===== src/rtl/uart_tx_arb_if.sv =====
// Bundle between the UART arbiter, its requesters and the transmitter.
// master = arbiter side, slave = requesters/transmitter side.
interface uart_tx_arb_if #(
    parameter int NUM_REQ = 4,
    parameter int IDX_W   = 2
);
    logic [NUM_REQ-1:0]   i_req;
    logic [8*NUM_REQ-1:0] i_data;
    logic [NUM_REQ-1:0]   o_ack;
    logic [7:0]           o_tx_data;
    logic                 o_tx_valid;
    logic                 i_tx_accept;
    logic                 o_busy;
    logic [IDX_W-1:0]     o_grant;

    modport master (
        input  i_req,
        input  i_data,
        input  i_tx_accept,
        output o_ack,
        output o_tx_data,
        output o_tx_valid,
        output o_busy,
        output o_grant
    );

    modport slave (
        output i_req,
        output i_data,
        output i_tx_accept,
        input  o_ack,
        input  o_tx_data,
        input  o_tx_valid,
        input  o_busy,
        input  o_grant
    );
endinterface


===== src/rtl/uart_tx_arb.sv =====
// Round-robin arbiter sharing one 8-bit UART transmitter.
// One transfer in flight: IDLE -> SEND -> DRAIN -> IDLE.
module uart_tx_arb #(
    parameter int NUM_REQ = 4,
    parameter int IDX_W   = 2
) (
    input  logic          i_clk,
    input  logic          i_nrst,
    uart_tx_arb_if.master bus
);
    typedef enum logic [1:0] {
        IDLE  = 2'd0,
        SEND  = 2'd1,
        DRAIN = 2'd2
    } state_t;

    state_t               state_q;
    logic [NUM_REQ-1:0]   ack_q;
    logic [7:0]           data_q;
    logic                 valid_q;
    logic                 busy_q;
    logic [IDX_W-1:0]     grant_q;
    logic [IDX_W-1:0]     last_q;

    logic [IDX_W-1:0]     win_d;
    logic                 found_d;
    logic [7:0]           sel_d;

    // Round-robin search starting just after the last served requester.
    always_comb begin
        logic [IDX_W-1:0] k;
        win_d   = '0;
        found_d = 1'b0;
        k       = '0;
        for (int i = 1; i <= NUM_REQ; i++) begin
            k = IDX_W'((int'(last_q) + i) % NUM_REQ);
            if (!found_d && bus.i_req[k]) begin
                found_d = 1'b1;
                win_d   = k;
            end
        end
    end

    // Winner's byte lane.
    always_comb begin
        sel_d = 8'h00;
        for (int j = 0; j < NUM_REQ; j++) begin
            if (win_d == IDX_W'(j)) begin
                sel_d = bus.i_data[8*j +: 8];
            end
        end
    end

    // Control FSM; every output is a register updated here.
    always_ff @(posedge i_clk) begin
        if (!i_nrst) begin
            state_q <= IDLE;
            ack_q   <= '0;
            data_q  <= 8'h00;
            valid_q <= 1'b0;
            busy_q  <= 1'b0;
            grant_q <= '0;
            last_q  <= IDX_W'(NUM_REQ - 1);
        end else begin
            ack_q <= '0;
            unique case (state_q)
                IDLE: begin
                    if (found_d) begin
                        data_q  <= sel_d;
                        grant_q <= win_d;
                        valid_q <= 1'b1;
                        busy_q  <= 1'b1;
                        state_q <= SEND;
                    end
                end
                SEND: begin
                    if (bus.i_tx_accept) begin
                        valid_q <= 1'b0;
                        ack_q   <= NUM_REQ'(1) << grant_q;
                        last_q  <= grant_q;
                        state_q <= DRAIN;
                    end
                end
                DRAIN: begin
                    if (!bus.i_tx_accept) begin
                        busy_q  <= 1'b0;
                        state_q <= IDLE;
                    end
                end
                default: begin
                    valid_q <= 1'b0;
                    busy_q  <= 1'b0;
                    state_q <= IDLE;
                end
            endcase
        end
    end

    assign bus.o_ack      = ack_q;
    assign bus.o_tx_data  = data_q;
    assign bus.o_tx_valid = valid_q;
    assign bus.o_busy     = busy_q;
    assign bus.o_grant    = grant_q;
endmodule


===== src/flat_wrapper.sv =====
// flat-port wrapper written by rule: the top's interface ports become plain ports
module uart_tx_arb_flat 
#(
    parameter int NUM_REQ = 4,
    parameter int IDX_W   = 2
)
  (i_clk, i_nrst, bus_i_req, bus_i_data, bus_i_tx_accept, bus_o_ack, bus_o_tx_data, bus_o_tx_valid, bus_o_busy, bus_o_grant);
  uart_tx_arb_if #(.NUM_REQ(NUM_REQ), .IDX_W(IDX_W)) bus_i ();
  input  logic i_clk;
  input  logic i_nrst;
  input wire logic [$bits(bus_i.i_req)-1:0] bus_i_req;
  input wire logic [$bits(bus_i.i_data)-1:0] bus_i_data;
  input wire logic [$bits(bus_i.i_tx_accept)-1:0] bus_i_tx_accept;
  output wire logic [$bits(bus_i.o_ack)-1:0] bus_o_ack;
  output wire logic [$bits(bus_i.o_tx_data)-1:0] bus_o_tx_data;
  output wire logic [$bits(bus_i.o_tx_valid)-1:0] bus_o_tx_valid;
  output wire logic [$bits(bus_i.o_busy)-1:0] bus_o_busy;
  output wire logic [$bits(bus_i.o_grant)-1:0] bus_o_grant;
  assign bus_i.i_req = bus_i_req;
  assign bus_i.i_data = bus_i_data;
  assign bus_i.i_tx_accept = bus_i_tx_accept;
  assign bus_o_ack = bus_i.o_ack;
  assign bus_o_tx_data = bus_i.o_tx_data;
  assign bus_o_tx_valid = bus_i.o_tx_valid;
  assign bus_o_busy = bus_i.o_busy;
  assign bus_o_grant = bus_i.o_grant;
  uart_tx_arb #(.NUM_REQ(NUM_REQ), .IDX_W(IDX_W)) u_core (.i_clk(i_clk), .i_nrst(i_nrst), .bus(bus_i));
endmodule

===== config.mk =====
export PLATFORM = sky130hd
export DESIGN_NAME = uart_tx_arb_flat
export DESIGN_NICKNAME = d
export VERILOG_FILES = /design/src/rtl/uart_tx_arb_if.sv /design/src/rtl/uart_tx_arb.sv /design/src/flat_wrapper.sv
export SDC_FILE = /design/constraint.sdc
export NUM_CORES = 1
export LEC_CHECK = 0
export CAP_MARGIN = 20
export CELL_PAD_IN_SITES_DETAIL_PLACEMENT = 0
export CELL_PAD_IN_SITES_GLOBAL_PLACEMENT = 1
export CORE_UTILIZATION = 30
export DETAILED_ROUTE_END_ITERATION = 16
export GPL_ROUTABILITY_DRIVEN = 0
export HOLD_SLACK_MARGIN = 0.15
export PLACE_DENSITY_LB_ADDON = 0.2
export SLEW_MARGIN = 25
export SYNTH_ARGS = -nofsm -noshare
export SYNTH_HDL_FRONTEND = slang
export SYNTH_SLANG_ARGS = --single-unit

===== constraint.sdc =====
create_clock -name i_clk -period 2.63 [get_ports i_clk]
set_input_delay 0.526 -clock i_clk [delete_from_list [all_inputs] [get_ports i_clk]]
set_output_delay 0.526 -clock i_clk [all_outputs]
set_load 0.02 [all_outputs]

Word level (Yosys, flattened, before mapping)
Index checks and enable logic that the tools add are counted.

operators by class
  bitwise operators = 2
  add/sub/neg operators = 4
  equality and inequality tests = 8
  multiplexer cells = 29
  $lt $le $gt $ge = 4
  shift-type cells = 1
  reduce and logical (&&, ||, !) cells = 14

operators with widths
  cell                                                                           number
  8-bit 2-to-1 mux                                                               4
  2-bit 2-to-1 mux                                                               7
  2-bit by 3-bit less-than comparator with 1-bit output (second input constant)  4
  3-bit AND reduction                                                            4
  1-bit 2-to-1 mux                                                               11
  1-bit binary-select mux with 2-bit select                                      4
  2-bit == test (second input constant)                                          3
  1-bit case mux with 3 select lines                                             2
  2-bit case mux with 3 select lines                                             1
  2-bit by 1-bit adder with 2-bit output (second input constant)                 2
  2-bit adder (second input constant)                                            2
  2-bit by 1-bit == test with 1-bit output (second input constant)               2
  2-bit zero test                                                                2
  2-bit inequality test (second input constant)                                  2
  2-bit AND reduction                                                            2
  1-bit by 2-bit left shift with 4-bit output (first input constant)             1
  1-bit logical AND                                                              3
  1-bit zero test                                                                3
  2-bit by 1-bit inequality test with 1-bit output (second input constant)       1
  1-bit inverter                                                                 2

storage, ports and cells
  register bits = 20
  logic and storage cells = 69
  output and inout port bits = 16
  bits of input ports = 39

Logic depth before layout (Yosys ltp)
Gate-level depths: netlist of the first run.

  word-level depth = 18
  gate-level depth with buffers = 6

Worst setup path after synthesis of the first run
No wires, ideal clock.

  kind = in2reg
  from = in bus_i_req[2]
  to = reg u_core.data_q[2], in the netlist u_core.bus.o_tx_data[2]
  path buffers = 1
  stages = 6
  setup time = 0.122 ns
  arrival = 1.767 ns
  path slack = 0.741 ns
  path through = nand2b_1 > a21o_1 > buf_4 > nand3_4 > mux2_2 > a221o_1

between the ends
  word-level cells in the longest chain between the ends = 17

RTL lines
  what                                       line                source
  from (decl)                                flat_wrapper.sv:11  input wire logic [$bits(bus_i.i_req)-1:0] bus_i_req;
  1-bit binary-select mux with 2-bit select  uart_tx_arb.sv:37   if (!found_d && bus.i_req[k]) begin
  1-bit 2-to-1 mux (not written as such)     uart_tx_arb.sv:37
  1-bit 2-to-1 mux                           uart_tx_arb.sv:37
  1-bit zero test                            uart_tx_arb.sv:37
  1-bit logical AND                          uart_tx_arb.sv:37
  1-bit 2-to-1 mux                           uart_tx_arb.sv:37
  1-bit zero test                            uart_tx_arb.sv:37
  1-bit logical AND                          uart_tx_arb.sv:37
  1-bit 2-to-1 mux                           uart_tx_arb.sv:37
  1-bit zero test                            uart_tx_arb.sv:37
  1-bit logical AND                          uart_tx_arb.sv:37
  2-bit 2-to-1 mux                           uart_tx_arb.sv:37
  2-bit zero test                            uart_tx_arb.sv:48   if (win_d == IDX_W'(j)) begin
  8-bit 2-to-1 mux (4 in series)             uart_tx_arb.sv:48
  to (signal assigned)                       uart_tx_arb.sv:69   data_q <= sel_d;
  to (decl)                                  uart_tx_arb.sv:19   logic [7:0] data_q;

Parallel ways exist; a longest one is shown, timed or not. The select of a mux whose other input is x is not followed.
A chain may end at the register's enable or synchronous reset.

Worst setup path in the final report of the first run
  from = in bus_i_req[1]
  to = reg u_core.data_q[2], in the netlist u_core.bus.o_tx_data[2]

Same word-level chain as after synthesis.

==> reports/results.md, run 1 <==
| Quantity | This run |
| --- | --- |
| Outcome | finished, final reports clean |
| Count of buffers from port buffering | 54 |
| Crit path max-delay cell type | sky130_fd_sc_hd__clkdlybuf4s50_1 |
| CORE AREA | 3416 sq um |
| Ordered list of cells on the worst path | clkdlybuf4s50_1, nor2b_1, o21ai_4, nand3_4, mux2_2, a221o_1 |
| Path type of the worst setup path | in2reg |
| Critical path launch point | bus_i_req[1] |
| Average detailed-routed wire length per instance | 13.56 microns |
| Number of nets in the layout | 220 |
| Ys flop type | sky130_fd_sc_hd__dfxtp_1 |
| Post-Synthesis Net Count | 161 |
| CP Max Fanout | 10 |
| Dominant cell by count in the synthesized netlist | sky130_fd_sc_hd__dfxtp_1 |
| Die span in x | 62.34 microns |
| Post-synthesis async set-or-reset flop share | 0% |
| Clock tree sinks | 20 |
| Post-Route Setup TNS | 0 ps |
| Clock-pin slew on the worst setup and hold paths | 110 ps |
| Unrepaired setup endpoints after global routing | no |
| Post-CTS setup-driven buffer insertion count | 0 |
| Transition time at the pin with the least slew margin | 558.1 ps |
| Summed instance area of the synthesized netlist | 1092 sq um |
| Yosys Warn Count | 0 |
| Max_cap viols | 0 |
| Part of the cycle the worst path needs | 84.41% |
| Effective utilization at floorplan | 31.98% |
| Area Growth Syn to Fin | 61.17% |
| Final max-slew violation count | 0 |
| Leading cell types by total area after synthesis | sky130_fd_sc_hd__dfxtp_1 37%, sky130_fd_sc_hd__a221o_1 7.3%, sky130_fd_sc_hd__mux2_2 7.2% |
| Hold violation total from the final report | 0 |
| Global router's overall resource usage | 16.69% |
| Post-synthesis sequential element count | 20 |
| DR vias/cell | 5.146 |
| Category of the worst setup path launch point | input pin |
| Rows | 21 |
| Residual DRC count | 0 |
| Count of cell types in the netlist | 35 |
| Router iterations before antenna repair | 4 |
| Total power per unit cell area | 506.4 nW/um^2 |
| Standby leakage power | 0.6852 nW |
| Top-area cell type share of the netlist area | 36.66% |
| Post-synthesis sequential area ratio | 36.66% |
| # H-tree levels | 1 |
| Sum of net half-perimeters after detailed placement | 2.362 mm |
| Vias in the first global route | 1,079 |
| Pin count of the biggest net entering global routing | 13 |
| Cells after Synth | 122 |
| Endpoint required time on the critical path | 2840 ps |
| Arrival time worst endpoint | 2430 ps |
| Synth cell count leaders | 20 x sky130_fd_sc_hd__dfxtp_1, 11 x sky130_fd_sc_hd__a21oi_1, 10 x sky130_fd_sc_hd__nor2_1 |
| Total of hold buffers inserted after clock tree synthesis | 0 |
| Syn_area_per_cell | 8.953 sq um |
| Final routed wirelength across all metal layers | 3.064 mm |
| Worst reg2reg path startpoint | u_core.state_q[1] |
| Wire length of the first global-routing pass | 5.181 mm |
| Worst Hold Slack | 502.7 ps |
| Initial antenna violation count | 0 |
| Slowest stage delay, CP | 580 ps |
| Die ar. | 3886 sq um |
| I/O pin count | 55 |
| Fin Clk Skew | 7.490 ps |
| Count of flip-flops with a built-in enable after synthesis | 0 |
| Clock latency on the worst-skew pair | 300 ps |
| Post-route minimum period | 2220 ps |
| CTS tree | built |
| Fraction of layout cells with a size suffix above 1 | 11.67% |
| Yosys top cell by area | sky130_fd_sc_hd__dfxtp_1 |
| Chip height | 62.34 microns |
| Overall overflow remaining after global route | 0 |
| Setup violators final | 0 |
| Number of DRC violations after detailed-routing iteration 0 | 31 |
| Remaining antenna violation count after routing | 0 |
| Worst hold path type | reg2reg |
| Count of antenna diodes in the layout | 0 |
| VDD IR max | 158.0 uV |
| Source of the worst hold timing path | u_core.bus.o_tx_data[4] |
| Number of buffers on the longest clock path | 2 |
| Number of gates given a new drive strength after cts | 0 |
| Master cell of the clock root buffer | sky130_fd_sc_hd__clkbuf_4 |
| Max Fclk | 450.5 MHz |
| Inserted Clock Buffers | 3 |
| Capturing element type of the critical path | flip-flop |
| Vias | 1,163 |
| Relative slew slack | 62.72% |
-- final cells by class --
type / instances / area (sq um)
clock inverter: 1 / 30.03
tap: 46 / 57.56
clock buffer: 3 / 22.52
sequential: 20 / 400.4
fill: 328 / 1655
timing repair buffer: 60 / 585.6
multi-input combinational: 93 / 653.1
inverter: 3 / 11.26
-- registers in the layout (all words and copies together), names as in the netlist --
register               count
u_core.bus.o_tx_valid      1
u_core.bus.o_busy          1
u_core.state_q             2
u_core.bus.o_grant         2
u_core.bus.o_ack           4
u_core.last_q              2
u_core.bus.o_tx_data       8
-- cells by family after synthesis --
group	Yosys count	synth area share (%)
AOI/OAI and AO/OA	40	27.03
DFF	20	36.65
buffers and inverters	9	3.551
xor gates and xnor gates	1	0.8020
and+or+nand+nor	43	22.80
muxes	9	9.164
-- through the flow --
step,std cells,area (sq um),utilization (%),setup slack [ps],power [mW]
after floorplan,122,1092,-,741.4,0.5108
after global placement,222,1708,50.00,145.4,0.6465
after detailed placement,222,1708,50.00,72.81,0.6508
after CTS,226,1760,51.54,422.9,0.9014
after global routing,226,1760,51.54,308.8,0.9403
final,226,1760,51.54,410.0,0.8915
-- layer usage --
layer | up-vias | part of all wire, % | GRT usage, %
met2 | 51 | 44 | 25.27
met5 | - | 0 | 0
li1 | 587 | - | -
met3 | 6 | 6.3 | 3.860
met1 | 519 | 48 | 22.61
met4 | 0 | 1.8 | 6.977
-- power breakdown --
group	switching [mW]	internal [mW]	leakage [nW]	total, mW
logic	0.124	0.160	0.492	0.283
clock network	0.0939	0.154	0.0279	0.248
registers	0.0269	0.333	0.165	0.360
total	0.244	0.647	0.685	0.891
-- cell usage in the layout, fill, tap and decap left out, drive strengths merged, types with 4 or more instances in the layout --
cell	count
a221o	8
nor2	10
dfxtp	20
a21oi	11
mux2	8
nor2b	4
o31ai	8
nand4	9
buf	6
clkdlybuf4s50	54
nand2	5
o21ai	5
-- worst max-delay path, delay by kind of cell --
| kind | cells | cell delay, ps |
|---|---|---|
| and+or+nand+nor | 2 | 480 |
| AOI/OAI and AO/OA | 2 | 490 |
| buffers and inverters | 1 | 580 |
| muxes | 1 | 360 |
-- final timing paths --
check	end	cells after the start	slack [ps]
worst max-delay path	u_core.bus.o_tx_data[2]	6	410
worst min-delay path	u_core.bus.o_tx_data[4]	1	500
worst max register to register	u_core.bus.o_tx_data[4]	5	840
worst min register to register	u_core.bus.o_tx_data[4]	1	500
Power figures use the tool's default switching activity.
==> inputs of run 2 (changes only) <==
- CORE_UTILIZATION: 30 -> 25
- clock period: 2.63 -> 1.9 ns (I/O delays scaled with it)
==> reports/results.md, run 2 (synthesis gave the netlist of run 1 again) <==
| Quantity | This run | vs previous |
| --- | --- | --- |
| Vias in the first global route | 1,192 | +10% |
| Hold violation total from the final report | 0 | unchanged |
| Arrival time worst endpoint | 1980 ps | -450 ps |
| Category of the worst setup path launch point | input pin |  |
| Gate family responsible for the most delay along the worst path | compound AO/OA/AOI/OAI gates |  |
| Clock tree sinks | 20 | unchanged |
| Setup violators final | 0 | unchanged |
| Die span in x | 68.10 microns | +9.2% |
| Inserted Clock Buffers | 3 | unchanged |
| CORE AREA | 4086 sq um | +20% |
| Post-CTS setup-driven buffer insertion count | 0 | unchanged |
| Max_cap viols | 0 | unchanged |
| Global router's overall resource usage | 14.68% | -2.0 points |
| Slowest stage delay, CP | 470 ps | -110 ps |
| Average detailed-routed wire length per instance | 14.01 microns | +3.3% |
| CP Max Fanout | 8 | -2 |
| Crit path max-delay cell type | sky130_fd_sc_hd__clkdlybuf4s50_1 |  |
| Area Growth Syn to Fin | 73.20% |  |
| Number of flip-flops under the largest register name | 8 | unchanged |
| Rows | 23 | +9.5% |
| Fraction of layout cells with a size suffix above 1 | 20.11% | +8.4 points |
| Total power per unit cell area | 714.2 nW/um^2 | +41% |
| Unrepaired setup endpoints after global routing | no |  |
| Capturing element type of the critical path | flip-flop |  |
| Vias | 1,203 | +3.4% |
| I/O pin count | 55 | unchanged |
| Commonest cells after routing, fill and taps aside | 50 x sky130_fd_sc_hd__clkdlybuf4s50_1, 20 x sky130_fd_sc_hd__dfxtp_1, 15 x sky130_fd_sc_hd__buf_4 |  |
| Number of buffers on the longest clock path | 2 | unchanged |
| Post-Route Setup TNS | 0 ps | unchanged |
| Count of antenna diodes in the layout | 0 | unchanged |
| DR vias/cell | 5.033 | -2.2% |
| Reg2reg setup slack | 220 ps | -620 ps |
| Chip height | 68.10 microns | +9.2% |
| Number of nets in the layout | 229 | +4.1% |
| Clock latency on the worst-skew pair | 260 ps | -40 ps |
| Part of the cycle the worst path needs | 93.16% |  |
| Number of cells on the worst hold path | 1 | unchanged |
| Ordered list of cells on the worst path | clkdlybuf4s50_1, nand2b_1, or3_1, a211o_4, a21oi_1, a221o_1 |  |
| Critical path launch point | i_nrst |  |
| Effective utilization at floorplan | 26.73% | -5.2 points |
| Max Fclk | 565.0 MHz |  |
| Worst hold path type | reg2reg |  |
| Endpoint required time on the critical path | 2110 ps | -730 ps |
| VDD IR max | 735.2 uV | +370% |
| Die ar. | 4638 sq um | +19% |
| Worst flop-to-flop path endpoint | u_core.bus.o_tx_data[2] |  |
| Final max-slew violation count | 0 | unchanged |
| Outcome | finished, final reports clean |  |
| Fill cells | 403 | +23% |
| Clock-pin slew on the worst setup and hold paths | 80 ps | -30 ps |
| # H-tree levels | 1 | unchanged |
| Commonest non-fill, non-tap cell in the layout | sky130_fd_sc_hd__clkdlybuf4s50_1 |  |
| Remaining antenna violation count after routing | 0 | unchanged |
| Standby leakage power | 0.7631 nW | +11% |
| Transition time at the pin with the least slew margin | 352.7 ps | -205.4 ps |
| Post-layout utilization of the core | 46.30% | -5.2 points |
| Overall overflow remaining after global route | 0 | unchanged |
| Fin Clk Skew | 3.022 ps | -4.468 ps |
| Master cell of the clock root buffer | sky130_fd_sc_hd__clkbuf_8 |  |
| Post-route minimum period | 1770 ps |  |
| Number of buffer and inverter instances along the worst setup path | 1 | unchanged |
| Count of buffers from port buffering | 54 | unchanged |
| Sum of net half-perimeters after detailed placement | 2.564 mm | +8.5% |
| Worst-case hold path end point | u_core.bus.o_tx_data[1] |  |
| Initial antenna violation count | 0 | unchanged |
| Pin count of the biggest net entering global routing | 13 | unchanged |
| Worst r2r path cells | 5 | unchanged |
| Relative slew slack | 76.49% | +14 points |
| CTS tree | built |  |
| Residual DRC count | 0 | unchanged |
| Source of the worst hold timing path | u_core.bus.o_tx_data[1] |  |
| Path type of the worst setup path | in2reg |  |
| Final routed wirelength across all metal layers | 3.348 mm | +9.3% |
| Wire length of the first global-routing pass | 5.106 mm | -1.4% |
| Worst reg2reg path startpoint | u_core.last_q[0] |  |
| Number of DRC violations after detailed-routing iteration 0 | 36 | +16% |
| Router iterations before antenna repair | 5 | +1 |
## run 2: through the flow
| step | instance area (sq um) | cells | hold WS, ps | total power [mW] | worst slack [ps] |
|---|---|---|---|---|---|
| floorplan | 1092 | 122 | 451.8 | 0.7070 | 157.4 |
| global placement | 1780 | 235 | 471.0 | 0.9175 | -349.5 |
| detailed placement | 1780 | 235 | 471.2 | 0.9245 | -360.6 |
| CTS | 1877 | 239 | 494.1 | 1.358 | 4.339 |
| global route | 1892 | 239 | 515.2 | 1.423 | 83.69 |
| finish | 1892 | 239 | 487.3 | 1.351 | 130.0 |
## run 2: per-layer routing
metal / up-vias / share of wire, % / GRT usage, %
li1: 603 / - / -
met2: 39 / 51 / 28.31
met4: 0 / 1.7 / 4.948
met3: 8 / 6.1 / 3.667
met1: 553 / 41 / 15.08
met5: - / 0 / 0
## run 2: worst max path at each step
| stage | end | slack [ps] | depth (start not counted) |
|---|---|---|---|
| 2_1_floorplan | u_core.bus.o_tx_data[2] | 160 | 6 |
| 3_3_place_gp | u_core.bus.o_tx_data[0] | -350 | 7 |
| 3_5_place_dp | u_core.bus.o_tx_data[7] | -360 | 7 |
| 4_1_cts | u_core.bus.o_tx_data[2] | 4 | 6 |
| 5_1_grt | bus_o_grant[0] | 80 | 1 |
| 6_report | u_core.bus.o_tx_data[0] | 130 | 6 |
## run 2: timing repair
item                       4_1_cts  5_1_grt
hold buffers                     0        0
setup endpoints to repair        8        8
pin swaps                        1        1
gates resized for setup         10        3
## run 2: cell type report
type	count	area [sq um]	share of cell area (%)
clock inverters	1	30.03	1.587
flip-flops and latches	20	400.4	21.16
repair buffers	69	651.9	34.46
multi-input cells	93	694.4	36.71
clock buffers	3	41.29	2.183
inverters	3	11.26	0.5952
well taps	50	62.56	3.307
## run 2: where the power goes
part	internal (mW)	switching [mW]	total, mW	leakage (nW)
clock network	0.281	0.146	0.428	0.0357
logic	0.241	0.184	0.425	0.563
registers	0.461	0.0367	0.498	0.165
total	0.984	0.368	1.35	0.763
==> inputs of run 3 (changes only) <==
- CORE_MARGIN: default -> 2
==> reports/results.md, run 3 (synthesis gave the netlist of run 1 again) <==
| Quantity | This run | vs previous |
| --- | --- | --- |
| Path type of the worst setup path | in2reg |  |
| Part of the cycle the worst path needs | 95.02% | +1.9 points |
| Clock tree sinks | 20 | unchanged |
| Placement-stage worst setup slack | -391.2 ps | -30.62 ps |
| Number of flip-flops under the largest register name | 8 | unchanged |
| DR vias/cell | 4.921 | -2.2% |
| Post-placement cell area | 1768 sq um | -0.70% |
| Commonest cells after routing, fill and taps aside | 50 x sky130_fd_sc_hd__clkdlybuf4s50_1, 20 x sky130_fd_sc_hd__dfxtp_1, 13 x sky130_fd_sc_hd__buf_4, 11 x sky130_fd_sc_hd__a21oi_1 |  |
| Setup violators final | 0 | unchanged |
| Max Fclk | 553.9 MHz | -2.0% |
| Hold violation total from the final report | 0 | unchanged |
| Standby leakage power | 0.7456 nW | -2.3% |
| Transition time at the pin with the least slew margin | 672.7 ps | +320.0 ps |
| Average detailed-routed wire length per instance | 14.38 microns | +2.6% |
| Worst hold path type | reg2reg |  |
| Arrival time worst endpoint | 2010 ps | +30 ps |
| Relative slew slack | 55.16% | -21 points |
| I/O pin count | 55 | unchanged |
| Final max-slew violation count | 0 | unchanged |
| Worst reg2reg path startpoint | u_core.last_q[0] |  |
| Wire length of the first global-routing pass | 5.789 mm | +13% |
| Endpoint required time on the critical path | 2100 ps | about the same |
| Pin count of the biggest net entering global routing | 13 | unchanged |
| Non-Filler Instances | 239 | unchanged |
| Setup slack after layout | 94.63 ps | -35.41 ps |
| Count of buffers from port buffering | 54 | unchanged |
| Post-route minimum period | 1805 ps | +35.41 ps |
| Rows | 24 | +4.3% |
| Clock latency on the worst-skew pair | 260 ps | about the same |
| # H-tree levels | 1 | unchanged |
| Max_cap viols | 0 | unchanged |
| Overall overflow remaining after global route | 0 | unchanged |
| Chip height | 70.10 microns | +2.9% |
| Cell count after placement | 235 | unchanged |
| Post-layout utilization of the core | 43.21% | -3.1 points |
| Initial antenna violation count | 0 | unchanged |
| Final instance area | 1856 sq um | -1.9% |
| Fraction of layout cells with a size suffix above 1 | 17.11% | -3.0 points |
| Total power per unit cell area | 724.1 nW/um^2 | +1.4% |
| Vias in the first global route | 1,211 | +1.6% |
| Remaining antenna violation count after routing | 0 | unchanged |
| CTS tree | built |  |
| Area Growth Syn to Fin | 69.87% |  |
| Global router's overall resource usage | 14.56% | -0.12 points |
| Final routed wirelength across all metal layers | 3.436 mm | +2.6% |
| Fin Clk Skew | 4.973 ps | +1.951 ps |
| CORE AREA | 4294 sq um | +5.1% |
| Master cell of the clock root buffer | sky130_fd_sc_hd__clkbuf_8 |  |
| Category of the worst setup path launch point | input pin |  |
| Number of buffers on the longest clock path | 2 | unchanged |
| Capturing element type of the critical path | flip-flop |  |
| Number of DRC violations after detailed-routing iteration 0 | 76 | +110% |
| Source of the worst hold timing path | u_core.bus.o_tx_data[7] |  |
| Outcome | finished, final reports clean |  |
| CP Max Fanout | 8 | unchanged |
| Residual DRC count | 0 | unchanged |
| Unrepaired setup endpoints after global routing | no |  |
| VDD IR max | 464.1 uV | -37% |
| Commonest non-fill, non-tap cell in the layout | sky130_fd_sc_hd__clkdlybuf4s50_1 |  |
| Total of hold buffers inserted after clock tree synthesis | 0 | unchanged |
| Router iterations before antenna repair | 4 | -1 |
| Number of nets in the layout | 227 | -0.87% |
| Effective utilization at floorplan | 25.44% | -1.3 points |
| Clock-pin slew on the worst setup and hold paths | 70 ps | about the same |
| Critical path launch point | i_nrst |  |
| Fill cells | 428 | +6.2% |
| Die span in x | 70.10 microns | +2.9% |
| Die ar. | 4914 sq um | +6.0% |
| Count of antenna diodes in the layout | 0 | unchanged |
| Sum of net half-perimeters after detailed placement | 2.667 mm | +4.0% |
| Vias | 1,176 | -2.2% |
| Inserted Clock Buffers | 3 | unchanged |
[run 3: cell types whose count changed in the layout (fill, tap and decap cells not counted), sizes merged]
cell  delta
buf      -2
[run 3: layout make-up]
class,count,area [sq um],area share [%]
clock buffer,3,41.29,2.225
tap,52,65.06,3.506
sequential,20,400.4,21.58
inverter,3,11.26,0.6069
clock inverter,1,30.03,1.618
timing repair buffer,67,636.9,34.32
multi-input combinational,93,670.6,36.14
[run 3: critical path, stage by stage]
cell and delay (ps):
sky130_fd_sc_hd__clkdlybuf4s50_1 480, sky130_fd_sc_hd__nand2b_1 90, sky130_fd_sc_hd__or3_1 390, sky130_fd_sc_hd__a211o_2 370, sky130_fd_sc_hd__a21oi_1 160, sky130_fd_sc_hd__a221o_1 130
[run 3: worst paths after layout]
check / cells past startpoint / slack, ps / endpoint
worst max register to register: 5 / 190 / u_core.bus.o_tx_data[2]
worst max-delay path: 6 / 90 / u_core.bus.o_tx_data[3]
worst min register to register: 1 / 490 / u_core.bus.o_tx_data[7]
worst min-delay path: 1 / 490 / u_core.bus.o_tx_data[7]
[run 3: stage by stage]
stage | power (mW) | hold slack (ps) | TNS [ps]
floorplan | 0.7070 | 451.8 | 0
global placement | 0.9207 | 472.6 | -2318
detailed placement | 0.9275 | 481.5 | -3207
CTS | 1.355 | 499.5 | 0
global route | 1.416 | 513.3 | 0
finish | 1.344 | 493.9 | 0
[run 3: power breakdown]
group	leakage, nW	internal, mW	switching (mW)
logic	0.545	0.236	0.183
registers	0.165	0.461	0.0361
clock network	0.0357	0.281	0.146
total	0.746	0.979	0.365
[run 3: per-layer routing]
layer | vias up | track usage [%] | part of all wire (%)
met1 | 537 | 18.00 | 41
met5 | - | 0 | 0
li1 | 597 | - | -
met4 | 0 | 2.564 | 0.61
met2 | 40 | 25.50 | 52
met3 | 2 | 4.040 | 6.3
[run 3: timing repair]
item                                    4_1_cts  5_1_grt
setup buffers                                 0        0
endpoints found under the setup margin        8        8
pin swaps                                     0        0
cloned                                        0        0
gates resized for setup                       6        3
